--- src/rtl/lbm_pkg.sv ---
// lbm_pkg: shared requester encodings and arbiter state type for the lattice write path
package lbm_pkg;
  typedef logic [1:0] src_t;
  localparam src_t SRC_COLLIDE = 2'd0;
  localparam src_t SRC_STREAM = 2'd1;
  localparam src_t SRC_BOUND = 2'd2;
  typedef enum logic {ARB, LOCKED} arb_state_t;
endpackage

--- src/rtl/lbm_df_write_arbiter_mux3.sv ---
// mux3: 3:1 data mux driven by a 2-bit select (select 3 falls back to input a)
module mux3 #(
  parameter int W = 8
) (
  input  logic [1:0]   sel,
  input  logic [W-1:0] a,
  input  logic [W-1:0] b,
  input  logic [W-1:0] c,
  output logic [W-1:0] y
);
  assign y = sel == 2'd2 ? c : sel == 2'd1 ? b : a;
endmodule

--- src/rtl/lbm_df_write_arbiter_rr_pick3.sv ---
// rr_pick3: round-robin picker over 3 requesters, searching last+1, last+2, last (mod 3); grant holds last when idle
module rr_pick3
  import lbm_pkg::*;
(
  input  logic [2:0] valid,
  input  src_t       last,
  output src_t       grant,
  output logic       any
);
  src_t n1, n2;
  logic [3:0] v;
  assign v = {1'b0, valid};
  assign n1 = last == SRC_BOUND ? SRC_COLLIDE : last + 2'd1;
  assign n2 = last == SRC_COLLIDE ? SRC_BOUND : last - 2'd1;
  assign grant = v[n1] ? n1 : v[n2] ? n2 : last;
  assign any = |valid;
endmodule

--- src/rtl/lbm_df_write_arbiter.sv ---
// lbm_df_write_arbiter: burst-granular round-robin arbiter of 3 producers into a single-entry valid/ready output stage
module lbm_df_write_arbiter
  import lbm_pkg::*;
#(
  parameter int DATA_WIDTH = 64,
  parameter int ADDR_WIDTH = 12
) (
  input  logic                         clk,
  input  logic                         rst_n,
  input  logic [2:0]                   in_valid,
  input  logic [2:0]                   in_last,
  input  logic signed [DATA_WIDTH-1:0] in_data0,
  input  logic signed [DATA_WIDTH-1:0] in_data1,
  input  logic signed [DATA_WIDTH-1:0] in_data2,
  input  logic [ADDR_WIDTH-1:0]        in_addr0,
  input  logic [ADDR_WIDTH-1:0]        in_addr1,
  input  logic [ADDR_WIDTH-1:0]        in_addr2,
  output logic [2:0]                   in_ready,
  output logic [1:0]                   sel,
  output logic                         out_valid,
  output logic signed [DATA_WIDTH-1:0] out_data,
  output logic [ADDR_WIDTH-1:0]        out_addr,
  output logic [1:0]                   out_src,
  input  logic                         out_ready,
  output logic                         locked
);
  arb_state_t state;
  src_t last_grant, owner, pick, grant;
  logic any, load_en, accept;
  logic [3:0] v, l;
  logic [DATA_WIDTH+ADDR_WIDTH-1:0] mux_y;
  rr_pick3 u_pick (
    .valid(in_valid),
    .last (last_grant),
    .grant(pick),
    .any  (any)
  );
  mux3 #(.W(DATA_WIDTH + ADDR_WIDTH)) u_mux (
    .sel(sel),
    .a  ({in_data0, in_addr0}),
    .b  ({in_data1, in_addr1}),
    .c  ({in_data2, in_addr2}),
    .y  (mux_y)
  );
  assign v = {1'b0, in_valid};
  assign l = {1'b0, in_last};
  assign grant = state == LOCKED ? owner : any ? pick : last_grant;
  assign sel = grant;
  assign load_en = !out_valid || out_ready;
  assign accept = load_en && v[grant];
  assign in_ready = accept ? 3'b001 << grant : 3'b000;
  always_ff @(posedge clk or negedge rst_n) begin
    if (!rst_n) begin
      state <= ARB;
      last_grant <= SRC_BOUND;
      owner <= SRC_COLLIDE;
      locked <= 1'b0;
      out_valid <= 1'b0;
      out_data <= '0;
      out_addr <= '0;
      out_src <= SRC_COLLIDE;
    end else begin
      if (accept) begin
        out_valid <= 1'b1;
        {out_data, out_addr} <= mux_y;
        out_src <= grant;
      end else if (out_ready) begin
        out_valid <= 1'b0;
      end
      if (accept && l[grant]) begin
        last_grant <= grant;
        state <= ARB;
        locked <= 1'b0;
      end else if (accept && state == ARB) begin
        owner <= grant;
        state <= LOCKED;
        locked <= 1'b1;
      end
    end
  end
endmodule

--- config.mk ---
export PLATFORM = sky130hd
export DESIGN_NAME = lbm_df_write_arbiter
export DESIGN_NICKNAME = d
export VERILOG_FILES = /design/src/rtl/lbm_pkg.sv /design/src/rtl/lbm_df_write_arbiter_mux3.sv /design/src/rtl/lbm_df_write_arbiter_rr_pick3.sv /design/src/rtl/lbm_df_write_arbiter.sv
export SDC_FILE = /design/constraint.sdc
export NUM_CORES = 1
export LEC_CHECK = 0
export BUFFER_PORTS_ARGS = -buffer_cell sky130_fd_sc_hd__buf_2
export CAP_MARGIN = 10
export CORE_AREA = 2 2 124 126
export CTS_CLUSTER_SIZE = 12
export DETAILED_ROUTE_END_ITERATION = 8
export DIE_AREA = 0 0 126 128
export PLACE_DENSITY = 0.77
export SETUP_SLACK_MARGIN = 0.1
export SYNTH_ARGS = -nofsm -noshare
export SYNTH_HDL_FRONTEND = slang
export SYNTH_HIERARCHICAL = 1
export SYNTH_SLANG_ARGS = --single-unit
--- constraint.sdc ---
create_clock -name clk -period 3.5 [get_ports clk]
set_clock_uncertainty 0.15 [all_clocks]
set_input_delay 0.7 -clock clk [delete_from_list [all_inputs] [get_ports clk]]
set_output_delay 0.7 -clock clk [all_outputs]
set_load 0.1 [all_outputs]
# Word level (Yosys, flattened, before mapping)

Index checks and enable logic that the tools add are counted.

Output and inout bits: 85
Logic and storage cells: 49
Register bits: 84
Input port bits: 237

Add/sub/neg operators: 2
Bitwise logic cells: 2
Shifts and indexed selects: 1
Magnitude comparators: 3
Reduce and logical (&&, ||, !) cells: 10
Eq/ne operators: 3
Mux-type cells: 21

Operators by type and width:

| kind                                               | count |
|---|---|
| 2-to-1 mux 76 bit                                  | 2 |
| 2-to-1 mux 2 bit                                   | 6 |
| < comparator 2 x 3 -> 1 bit, second input constant | 3 |
| binary-select mux 1 bit (select 2 bit)             | 4 |
| 2-to-1 mux 1 bit                                   | 8 |
| == test 2 bit, second input constant               | 2 |
| nonzero test 2 bit                                 | 2 |
| logical AND 1 bit                                  | 3 |
| 2-to-1 mux 3 bit                                   | 1 |
| OR reduction 3 bit                                 | 1 |
| << shifter 1 x 2 -> 3 bit, first input constant    | 1 |
| adder 2 x 1 -> 2 bit, second input constant        | 1 |
| == test 2 x 1 -> 1 bit, second input constant      | 1 |
| logical NOT 2 bit                                  | 1 |
| NOT 1 bit                                          | 2 |
| AND reduction 2 bit                                | 1 |
| subtractor 2 x 1 -> 2 bit, second input constant   | 1 |
| logical NOT 1 bit                                  | 1 |
| logical OR 1 bit                                   | 1 |

# Depth between registers and ports, before layout

Word-level depth: 14
Gate-level depth with buffers: 14
Mapped depth without buffers: 12

# By module

The synthesis kept the hierarchy.

Modules (own cells, without submodules):

| module               | area an instance (sq um) | cells each | instances | sequential area each (sq um) |
|---|---|---|---|---|
| lbm_df_write_arbiter | 3275.6                   | 203        | 1         | 2103.3 |
| mux3                 | 2662.6                   | 254        | 1         | 0.0 |
| rr_pick3             | 176.4                    | 24         | 1         | 0.0 |

# Least setup slack after synthesis

OpenSTA, ideal clock, no wires.

Kind: reg-to-output
Start: register last_grant[1]
End: output in_ready[0]
Path buffers: 2
Path slack: -2.189 ns
Stages on the path, launching flop included: 14
Required time: 2.650 ns
Data arrival time: 4.839 ns
Path through: dfstp_2 > inv_1 > ha_1 > mux2i_1 > a221oi_1 > o22ai_1 > mux2i_1 > o21a_1 > inv_2 > and3_1 > o2bb2ai_2 > buf_4 > buf_2 > nor3_1

Cells in the longest elaborated chain, start to end: 12
Elaborated cells on any way between the ends: 19
Those cells by class: add/sub (2); eq/ne (1); shift (1); mux (13); reduce/logical (2)

Ends and longest elaborated chain:

| what                                                                  | RTL line                            | RTL |
|---|---|---|
| start: declaration                                                    | lbm_df_write_arbiter.sv:28          | `src_t last_grant, owner, pick, grant;` |
| start signal: assignment                                              | lbm_df_write_arbiter.sv:71          | `last_grant <= grant;` |
| subtractor 2 x 1 -> 2 bit / logical NOT 2 bit (equally long branches) | lbm_df_write_arbiter_rr_pick3.sv:14 | `assign n2 = last == SRC_COLLIDE ? SRC_BOUND : last - 2'd1;` |
| 2-to-1 mux 2 bit                                                      | lbm_df_write_arbiter_rr_pick3.sv:14 |  |
| binary-select mux 1 bit (select 2 bit)                                | lbm_df_write_arbiter_rr_pick3.sv:15 | `assign grant = v[n1] ? n1 : v[n2] ? n2 : last;` |
| 2-to-1 mux 1 bit (not written as such)                                | lbm_df_write_arbiter_rr_pick3.sv:15 |  |
| 2-to-1 mux 2 bit                                                      | lbm_df_write_arbiter_rr_pick3.sv:15 |  |
| 2-to-1 mux 2 bit (*)                                                  | lbm_df_write_arbiter_rr_pick3.sv:15 |  |
| via pick[0]                                                           | lbm_df_write_arbiter.sv:28          |  |
| 2-to-1 mux 2 bit (*) (2 in a row)                                     | lbm_df_write_arbiter.sv:47          | `assign grant = state == LOCKED ? owner : any ? pick : last_grant;` |
| via sel[0]                                                            | lbm_df_write_arbiter.sv:19          | `output logic [1:0] sel,` |
| binary-select mux 1 bit (select 2 bit)                                | lbm_df_write_arbiter.sv:50          | `assign accept = load_en && v[grant];` |
| 2-to-1 mux 1 bit (not written as such)                                | lbm_df_write_arbiter.sv:50          |  |
| logical AND 1 bit                                                     | lbm_df_write_arbiter.sv:50          |  |
| 2-to-1 mux 3 bit (*)                                                  | lbm_df_write_arbiter.sv:51          | `assign in_ready = accept ? 3'b001 << grant : 3'b000;` |
| end: declaration                                                      | lbm_df_write_arbiter.sv:18          | `output logic [2:0] in_ready,` |

Mark *: on every way through the listed nets, which the timed path passes. The rest lies on a longest branch. The select of a mux whose other input is x is not followed.

# Worst setup path in the final report

Start: register last_grant[1]
End: output in_ready[2]

Cells in the longest elaborated chain, start to end: 12
Elaborated cells on any way between the ends: 19
Those cells by class: add/sub (2); eq/ne (1); shift (1); mux (13); reduce/logical (2)

Ends and longest elaborated chain:

| what                                                                  | RTL line |
|---|---|
| subtractor 2 x 1 -> 2 bit / logical NOT 2 bit (equally long branches) | lbm_df_write_arbiter_rr_pick3.sv:14 |
| 2-to-1 mux 2 bit                                                      | lbm_df_write_arbiter_rr_pick3.sv:14 |
| binary-select mux 1 bit (select 2 bit)                                | lbm_df_write_arbiter_rr_pick3.sv:15 |
| 2-to-1 mux 1 bit (not written as such)                                | lbm_df_write_arbiter_rr_pick3.sv:15 |
| 2-to-1 mux 2 bit                                                      | lbm_df_write_arbiter_rr_pick3.sv:15 |
| 2-to-1 mux 2 bit (*)                                                  | lbm_df_write_arbiter_rr_pick3.sv:15 |
| via pick[0]                                                           | lbm_df_write_arbiter.sv:28 |
| 2-to-1 mux 2 bit (*) (2 in a row)                                     | lbm_df_write_arbiter.sv:47 |
| binary-select mux 1 bit (select 2 bit)                                | lbm_df_write_arbiter.sv:50 |
| 2-to-1 mux 1 bit (not written as such)                                | lbm_df_write_arbiter.sv:50 |
| logical AND 1 bit                                                     | lbm_df_write_arbiter.sv:50 |
| 2-to-1 mux 3 bit (*)                                                  | lbm_df_write_arbiter.sv:51 |

Marked as above.

==> run_results.csv <==
group,metric,value,unit
routing,wire_per_inst,16.1,um
global_route,globalRouteOverflowTotal,0,
sta,finalSetupViolCount,5,
hold_path,whs_path_depth,1,
outcome,status,"finished with violations",
routing,via_per_inst,5.11,
worst_setup_path,r2r-start,"last_grant[1]",
synth,postSynthCellCount,481,
synth,syn-num-nets,721,
sta,hold_viol_final,0,
worst_setup_path,worstReg2RegEnd,"out_data[37]",
floorplan,dieWidth,126,um
global_route,track_usage,18.9,%
synth,avgSynthCellArea,12.7,um^2
final_layout,layout-drive-gt1-share,53.8,%
global_route,antenna_found_initial,0,
synth,synth_ff_type,"dfrtp_1",
global_route,grt_pass1_wl,24400,um
global_route,grt_max_degree,85,
hold_path,hold_end,"out_data[25]",
synth,synth_area,6110,um^2
routing,drt-total-wl,16100,um
floorplan,core_area,14900,um^2
routing,drtPass1Iterations,4,
synth,ys_types,36,
run,cap_violations,0,
sta,relSlewSlack,28.6,%
outcome,violations,"negative setup slack",
floorplan,dieArea,16100,um^2
final_layout,fill_cells,1348,
synth,ys_async_sr_fraction,100,%
place,placed_area,7880,um^2
floorplan,num_rows,45,
sta,maxSlewViolCount,0,
cts,cts_max_path_buffers,2,
final_layout,fin_util,56.9,%
floorplan,start_util,41.1,%
sta,setup_ws,-0.382,ns
worst_setup_path,end_kind,"output pin",
worst_setup_path,critical_path.max_fanout,5,
final_layout,nNetsFinal,1050,
cts,cts_buffers,9,
synth,synth_warnings,6,
floorplan,pin_count,322,
place,pre_cts_ws,-0.0642,ns
cts,clock-sinks,84,
final_layout,multiInputGateArea,3670,um^2
sta,rsz0062_at_grt,"true",
synth,ys_ff_latch,84,
worst_setup_path,reg2reg_setup_slack,0.05,ns
synth,synth_edf_count,0,
worst_setup_path,cp.arrival,3.03,ns
routing,ant_nets,0,
cts,htreeDepth,3,
hold_path,hp-class,"flip-flop to flip-flop",
sta,timing.final.crit_share,111,%
final_layout,finalInstanceArea,8450,um^2
worst_setup_path,setup.worst_path.start_class,"flip-flop",
global_route,grt_pass1_vias,5165,
routing,drcViolationCount,0,
worst_setup_path,criticalPathCategory,"flip-flop to output pin",
cts,path_clk_slew,0.06,ns
final_layout,seqCellArea,2100,um^2
routing,vias,5124,
final_layout,diodes,0,
sta,worstMarginPinSlew,1.07,ns
sta,layout_min_cycle_time,3.88,ns
place,io_buffers,321,
cts,cts_tree,"done",
synth,synth_seq_area_share,34.4,%
routing,first_iter_violations,181,
cts,clockRootBuffer,"clkbuf_16",
place,gp_congestion,0.796,
worst_setup_path,worstPathRequired,2.65,ns
floorplan,die_h,128,um
final_layout,final_common_cell,"buf_2",
cts,clkLatencyLatePin,0.34,ns
cts,cts_hold_buf,0,
worst_setup_path,worst-r2r-cell-count,14,
place,hpwl,12000,um
sta,max_freq,258,MHz
hold_path,min_from,"out_data[25]",
final_layout,final_cell_mix,"315 x buf_2, 230 x mux2i_1, 83 x dfrtp_1, 45 x mux2_2, 33 x mux2_1",
final_layout,areaGrowthSynthToFinish,38.2,%
-- sequential cells by signal, summed over array words and instances (netlist names) --
| signal | flops |
|---|---|
| out_valid | 1 |
| state | 1 |
| out_addr | 12 |
| owner | 2 |
| out_data | 64 |
| last_grant | 2 |
| out_src | 2 |
-- final cells by class --
cell class | count | share of cell area, %
Multi-Input combinational cell | 355 | 43.4
Inverter | 7 | 0.444
Clock inverter | 4 | 0.888
Timing Repair Buffer | 353 | 24.8
Tap cell | 188 | 2.78
Sequential cell | 84 | 24.9
Clock buffer | 11 | 2.75
-- worst max-delay path by stage --
stage	startpoint	endpoint	slack, ns	cells after the start
floorplan	last_grant[1]	in_ready[0]	-0.62	9
global placement	last_grant[1]	in_ready[0]	-0.009	11
detailed placement	last_grant[1]	in_ready[0]	-0.06	11
CTS	last_grant[1]	in_ready[0]	-0.34	11
global route	last_grant[1]	in_ready[1]	-0.50	13
finish	last_grant[1]	in_ready[2]	-0.38	13
-- synth_stat cells (4+ instances only) --
cell type / number / area, um^2
mux2i_1: 233 / 2330
dfrtp_1: 83 / 2080
mux2_2: 45 / 507
mux2_1: 34 / 383
buf_12: 9 / 180
buf_2: 9 / 45.0
bufbuf_8: 7 / 131
o21ai_0: 7 / 35.0
buf_4: 6 / 45.0
inv_1: 6 / 22.5
buf_6: 4 / 45.0
nor2b_1: 4 / 25.0
-- worst max-delay path, cell delays in order (launching register included) --
cell and delay [ns]:
dfstp_2 0.53, inv_2 0.05, ha_4 0.26, mux2i_4 0.20, a221oi_2 0.26, o22ai_1 0.11, mux2i_1 0.18, o21a_2 0.21
inv_8 0.06, a211oi_4 0.22, o2bb2ai_4 0.14, buf_12 0.15, nor2_4 0.12, buf_12 0.19
-- routing by layer --
metal  GRT usage, %  wire (um)  vias up
met2           35.1       8400      190
met1           21.4       6410     2466
li1               -          -     2443
met4           7.05        330        0
met5              0          0        -
met3           3.55        993       25
-- logic make-up after synthesis --
family                   count (synthesis)  synth area share [%]
multiplexers                           312                  52.7
AND/OR/NAND/NOR                         17                  1.72
buffers and inverters                   42                  7.73
adder cells (fa/ha/maj)                  3                 0.614
AO/OA/AOI/OAI                           23                  2.84
flip-flops                              84                  34.4
-- metrics by stage --
stage                     TNS [ns]  instances  hold WS [ns]
after floorplan              -6.22        481         0.254
after global placement    -0.00928        976         0.309
after detailed placement    -0.568        976         0.314
after CTS                    -1.43        998         0.338
after global routing         -4.92       1002         0.354
final                        -1.73       1002         0.335
-- what timing repair did --
action / in CTS / in global routing
buffers inserted: 5 / 3
gates resized for setup: 12 / 17
pin swaps: 8 / 4
endpoints found under the setup margin: 83 / 87
hold endpoints to repair: 0 / 0
cloned: 2 / 1
Power is left out: the tool's default activity adds up to more than one toggle a clock period on the data nets, which glitch-free logic cannot reach.
